### src/rtl/byte_word_assembler.sv
// rtl/byte_word_assembler.sv - packs N_BYTES received bytes into a word on a valid/ready register; optional idle timeout via BWA_TIMEOUT_EN
module byte_word_assembler #(
  parameter int N_BYTES     = 8,
  parameter int CNT_W       = $clog2(N_BYTES),
  parameter int TIMEOUT_CYC = 1000000
) (
  input  logic                 clk,
  input  logic                 rst,
  input  logic [7:0]           dato,
  input  logic                 rx_flat,
  input  logic                 msb_first,
  input  logic                 word_ready,
  input  logic                 clr_ovf,
  output logic [N_BYTES*8-1:0] data_comple,
  output logic                 flat_comple,
  output logic [CNT_W-1:0]     byte_cnt,
  output logic                 overflow,
  output logic                 timeout_flat
);

  localparam int W = N_BYTES * 8;
  localparam logic [CNT_W-1:0] LAST = CNT_W'(N_BYTES - 1);

  // Reject illegal parameter sets at elaboration time.
  if (N_BYTES < 2 || N_BYTES > 32 || TIMEOUT_CYC < 2) begin : g_param_check
    $error("byte_word_assembler: N_BYTES must be 2..32 and TIMEOUT_CYC >= 2");
  end

  logic [W-1:0]     buffer;
  logic [W-1:0]     next_word;
  logic             order_q;
  logic             order_eff;
  logic [CNT_W-1:0] pos;
  logic             last_byte;
  logic             reg_free;
  logic             timeout_hit;

  // Slot for the incoming byte, the word including it, and the handshake qualifiers.
  always_comb begin
    order_eff = (byte_cnt == '0) ? msb_first : order_q;
    pos       = order_eff ? (LAST - byte_cnt) : byte_cnt;
    next_word = buffer;
    next_word[{pos, 3'b000} +: 8] = dato;
    last_byte = rx_flat && (byte_cnt == LAST);
    reg_free  = !flat_comple || word_ready;
  end

`ifdef BWA_TIMEOUT_EN
  localparam int IDLE_W = $clog2(TIMEOUT_CYC);

  logic [IDLE_W-1:0] idle_cnt;

  assign timeout_hit = !rx_flat && (byte_cnt != '0) && (idle_cnt == IDLE_W'(TIMEOUT_CYC - 1));

  // Count consecutive idle cycles while a partial word is pending; any strobe restarts it.
  always_ff @(posedge clk or negedge rst) begin
    if (!rst) begin
      idle_cnt <= '0;
    end else if (rx_flat || timeout_hit || byte_cnt == '0) begin
      idle_cnt <= '0;
    end else begin
      idle_cnt <= idle_cnt + 1'b1;
    end
  end
`else
  assign timeout_hit = 1'b0;
`endif

  // Byte collection: shift buffer, byte counter and the per-word byte order latch.
  always_ff @(posedge clk or negedge rst) begin
    if (!rst) begin
      buffer   <= '0;
      byte_cnt <= '0;
      order_q  <= 1'b0;
    end else if (rx_flat) begin
      if (byte_cnt == '0) begin
        order_q <= msb_first;
      end
      if (last_byte) begin
        buffer   <= '0;
        byte_cnt <= '0;
      end else begin
        buffer   <= next_word;
        byte_cnt <= byte_cnt + 1'b1;
      end
    end else if (timeout_hit) begin
      buffer   <= '0;
      byte_cnt <= '0;
    end
  end

  // Output register: load on completion when free, drop flat_comple on acceptance.
  always_ff @(posedge clk or negedge rst) begin
    if (!rst) begin
      data_comple <= '0;
      flat_comple <= 1'b0;
    end else if (last_byte && reg_free) begin
      data_comple <= next_word;
      flat_comple <= 1'b1;
    end else if (flat_comple && word_ready) begin
      flat_comple <= 1'b0;
    end
  end

  // Sticky overflow when a completed word finds the register occupied; set beats clear.
  always_ff @(posedge clk or negedge rst) begin
    if (!rst) begin
      overflow <= 1'b0;
    end else if (last_byte && !reg_free) begin
      overflow <= 1'b1;
    end else if (clr_ovf) begin
      overflow <= 1'b0;
    end
  end

  // One-cycle pulse marking a discarded partial word.
  always_ff @(posedge clk or negedge rst) begin
    if (!rst) begin
      timeout_flat <= 1'b0;
    end else begin
      timeout_flat <= timeout_hit;
    end
  end

endmodule

### config.mk
export PLATFORM = sky130hd
export DESIGN_NAME = byte_word_assembler
export DESIGN_NICKNAME = d
export VERILOG_FILES = /design/src/rtl/byte_word_assembler.sv
export SDC_FILE = /design/constraint.sdc
export NUM_CORES = 1
export LEC_CHECK = 0
export ABC_AREA = 1
export CAP_MARGIN = 40
export CORE_MARGIN = 2
export CORE_UTILIZATION = 49
export DETAILED_ROUTE_END_ITERATION = 16
export GPL_ROUTABILITY_DRIVEN = 0
export PLACE_DENSITY = 0.77
export SLEW_MARGIN = 20
export SYNTH_ARGS = -nofsm -noshare
export SYNTH_HDL_FRONTEND = slang
export SYNTH_SLANG_ARGS = --single-unit
### constraint.sdc
create_clock -name clk -period 7.7 [get_ports clk]
set_input_delay 1.925 -clock clk [delete_from_list [all_inputs] [get_ports clk]]
set_output_delay 1.925 -clock clk [all_outputs]
set_load 0.01 [all_outputs]
Word level (Yosys, flattened, before mapping)
Cells that the tools add are included.

Word-level logic and storage cells: 31. Register bits: 134. Input port bits: 14. Output and inout bits: 70.

Add/subtract/negate cells: 3. Equal/unequal tests: 1. Mux-type cells: 9. Reduce and logical (&&, ||, !) cells: 10. Shifts and indexed selects: 2.

Operators with widths (count): bitwise mux 64 bit (1); two-way mux 64 bit (1); variable shift 8 x 8 -> 64 bit (first input constant) (1); indexed part select 8 x 8 -> 64 bit (1); negation 6 -> 8 bit (1); two-way mux 3 bit (2); two-way mux 1 bit (5); logical AND 1 bit (4); nonzero test 2 bit (2); adder 3 x 1 -> 3 bit (second input constant) (1); equality test 3 bit (second input constant) (1); zero test 3 bit (1); subtractor 3 bit (first input constant) (1); zero test 1 bit (2); logical OR 1 bit (1).

Depth between registers and ports, before layout
Word-level depth: 7. Gate-level depth with buffers: 16. Gate-level depth less buffers: 15.

Least setup slack after synthesis
Ideal clock, no wire load.

Path type: input to register. Start: input msb_first. End: register data_comple[4]. Stages: 12. Arrival: 3.766 ns. Data required time: 7.634 ns. Path slack: 3.868 ns. Setup time: 0.066 ns. Buffers on the path: 1. Cell sequence: nand3_2 nand3_2 o21ai_4 ha_1 buf_2 inv_2 nand3_1 nor2_8 nand3_4 nand2_2 nand3_1 nand2_1.

Word-level cells in the longest chain between the ends: 5. Elaborated cells on any way between the ends: 6. Classes of those cells: add/sub: 1; shift: 2; mux: 3.

Ends and longest elaborated chain: from (decl) (line 11) `input logic msb_first,`; two-way mux 1 bit (*); two-way mux 3 bit (*) (line 41) `pos = order_eff ? (LAST - byte_cnt) : byte_cnt;`; negation 6 -> 8 bit (*) (line 43) `next_word[{pos, 3'b000} +: 8] = dato;`; indexed part select 8 x 8 -> 64 bit or variable shift 8 x 8 -> 64 bit (tied branches) (line 43); bitwise mux 64 bit (*) (line 43); to (signal assigned) (line 98) `data_comple <= next_word;`; to (decl) (line 14) `output logic [N_BYTES*8-1:0] data_comple,`.

Every way passes the cells marked *; elsewhere a longest branch is shown, timed or not. A chain may end at the register's enable or synchronous reset.

Final worst setup path
Start: input msb_first. End: register data_comple[32].

Same word-level chain as after synthesis.

==> flow_summary_export.csv <==
group,metric,value,unit
run_status,status,"finished clean",
setup_path,arrival,4.76,ns
global_route,antenna_found_initial,0,
sta,maxSlewViolCount,0,
cells_and_area,final_nets,933,
cells_and_area,fin_util,0.628,
setup_path,slowest_delay,0.68,ns
setup_path,end_kind,"flip-flop",
setup_path,cp_cell_sequence,"clkdlybuf4s50_1 -> nand3_2 -> nand3_1 -> nand2_1 -> ha_1 -> inv_2 -> nor2_1 -> nand3_1 -> nand2_1 -> nand3_1 -> nand2_1",
cells_and_area,instances_no_fill,1099,
synthesis,synth_flop_cell,"dfrtp_1",
route,first_pass_iters,5,
die,dieArea,14100,um2
cells_and_area,fin_area,8020,um2
sta,worst_pin_slew,0.747,ns
route,wl,15600,um
global_route,grt_pass1_wl,26500,um
setup_path,cpMaxStageDelayCell,"ha_1",
route,num_vias,5674,
synthesis,synth-edff-count,0,
setup_path,critical_path_class,"input port to flip-flop",
die,die_width,119,um
power_and_ir_drop,p_leak,4.27,nW
sta,finalHoldViolCount,0,
clock_network,clk_pin_slew_worst_paths,0.06,ns
clock_network,postCtsSetupBuffers,0,
clock_network,clock_path_buffers,2,
worst_hold_path,hold_path.class,"flip-flop to flip-flop",
route,first_iter_violations,509,
placement,placed_cell_area,7450,um2
clock_network,cts_tree,"built",
synthesis,ys_ff_latch,134,
cells_and_area,drive_gt1_frac,0.0831,
power_and_ir_drop,p_per_area,426,nW/um2
sta,setup_viol,0,
sta,finalSetupTns,0,ns
run,max_cap_violations,0,
sta,finalCritPeriodShare,0.570,
clock_network,htreeDepth,4,
synthesis,async_flop_share,1.00,
sta,worst_slack,3.31,ns
power_and_ir_drop,power.total,3.41,mW
sta,fin_crit,4.39,ns
clock_network,hold_buffers,0,
placement,dpl.cell_count,1067,
placement,preCtsSetupSlack,2.86,ns
placement,hpwl,10200,um
cells_and_area,n_fill_cell,1106,
sta,max_freq,228,MHz
synthesis,yosysWarnings,0,
clock_network,clockRootBuffer,"clkbuf_16",
cells_and_area,n_antenna_cell,0,
setup_path,path_buf_inv,2,
synthesis,synth_fp_nets,859,
global_route,grt_max_degree,66,
placement,io_buffers,82,
setup_path,cp-start-kind,"input port",
die,start_util,0.506,
clock_network,clock_sinks,134,
die,dieHeight,119,um
sta,holdWs,0.474,ns
clock_network,numCtsBuffers,17,
die,core-area,12800,um2
synthesis,synth.distinct_cells,24,
synthesis,synth_cells,840,
sta,rsz0062_at_grt,"false",
synthesis,netlist_area,6460,um2
route,vias_per_cell,5.16,
global_route,overflow,0,
synthesis,synth.yosys.seq_area_share,0.519,
sta,slew-limit-headroom,0.502,
cells_and_area,area_delta_synth_final,24.1,%
sta,fin_skew,0.00631,ns
route,drc_errors,0,
power_and_ir_drop,vdd.ir_drop.worst,0.000230,V
synthesis,synth.avg_cell_area,7.70,um2
clock_network,clkLatencyLatePin,0.43,ns
route,wl_per_cell,14.2,um
route,ant_nets,0,
global_route,grt_usage,0.237,
global_route,grt_pass1_vias,5382,
die,io_pins,84,
setup_path,crit_fanout,12,
die,rows,41,
setup_path,critPathRequiredTime,8.07,ns
setup_path,path_delay_family,"simple AND/OR/NAND/NOR gates",
clock_network,cts_resized,0,
synthesized netlist by cell type, types with 2 or more instances:
cell      number  area (um2)
clkbuf_1      13        48.8
nand4_1       16         100
buf_2          6        30.0
o21ai_0        4        20.0
ha_1           5        62.6
nand2_2       12        75.1
nor2_1         6        22.5
nand3_1      154         771
inv_1         83         312
dfrtp_1      134        3350
buf_1         12        45.0
inv_2          8        30.0
nand2_1      366        1370
nor2_2         2        12.5
nor2_4         4        45.0
nand3_2        7        70.1
power by group:
| part | internal [mW] | switching, mW |
|---|---|---|
| registers | 0.984 | 0.159 |
| logic | 0.566 | 0.932 |
| clock network | 0.467 | 0.305 |
worst reg2reg max path: stages, from the launching register on:
cell and delay (ns):
dfrtp_1 0.44, inv_1 0.18, ha_1 0.26, nand3_2 0.14, nand3_1 0.11, nand2_1 0.27
ha_1 0.68, inv_2 0.19, nor2_1 0.27, nand3_1 0.30, nand2_1 0.18, nand3_1 0.09
nand2_1 0.09
routing by layer:
layer	vias to the layer above	track usage	part of all wire
li1	2789	-	-
met1	2664	0.346	0.47
met2	186	0.342	0.44
met3	35	0.0489	0.059
met4	0	0.100	0.026
met5	-	0	0
cells by family (layout without fill, tap and decap cells):
group,after synthesis,after routing,share of synthesized area
flops,134,134,0.519
simple gates,570,570,0.390
buf+inv,124,211,0.0749
fa+ha+maj,5,5,0.00968
other cells,1,1,0.000580
compound gates,6,6,0.00658
sequential cells by signal (all words and copies together), names as in the netlist:
register,count
data_comple,64
flat_comple,1
buffer,64
overflow,1
order_q,1
byte_cnt,3
cells in the final DEF, fill, tap and decap left out, drive strengths merged, types with 3 or more instances in the layout:
cell,count
nand4,16
clkdlybuf4s50,81
dfrtp,134
clkbuf,21
buf,7
nor2,13
ha,5
clkinvlp,7
nand3,162
o21ai,5
inv,91
nand2,379
clkinv,3
final timing paths:
check	startpoint	endpoint	slack [ns]	cells past startpoint
worst min-delay path	data_comple[37]	data_comple[37]	0.47	2
min in group asynchronous	rst	overflow	1.48	1
worst max register to register	byte_cnt[0]	data_comple[32]	4.43	12
max in group asynchronous	rst	buffer[56]	5.16	2
worst max-delay path	msb_first	data_comple[32]	3.31	11
worst min register to register	data_comple[37]	data_comple[37]	0.47	2
area by class of cell:
class	instances	area (um2)	area share
Clock inverter	11	101	0.0126
Multi-Input combinational cell	582	2640	0.329
Timing Repair Buffer	88	896	0.112
Sequential cell	134	3350	0.418
Inverter	91	342	0.0426
Tap cell	172	215	0.0268
Clock buffer	21	470	0.0587
(Power assumes the default switching activity.)
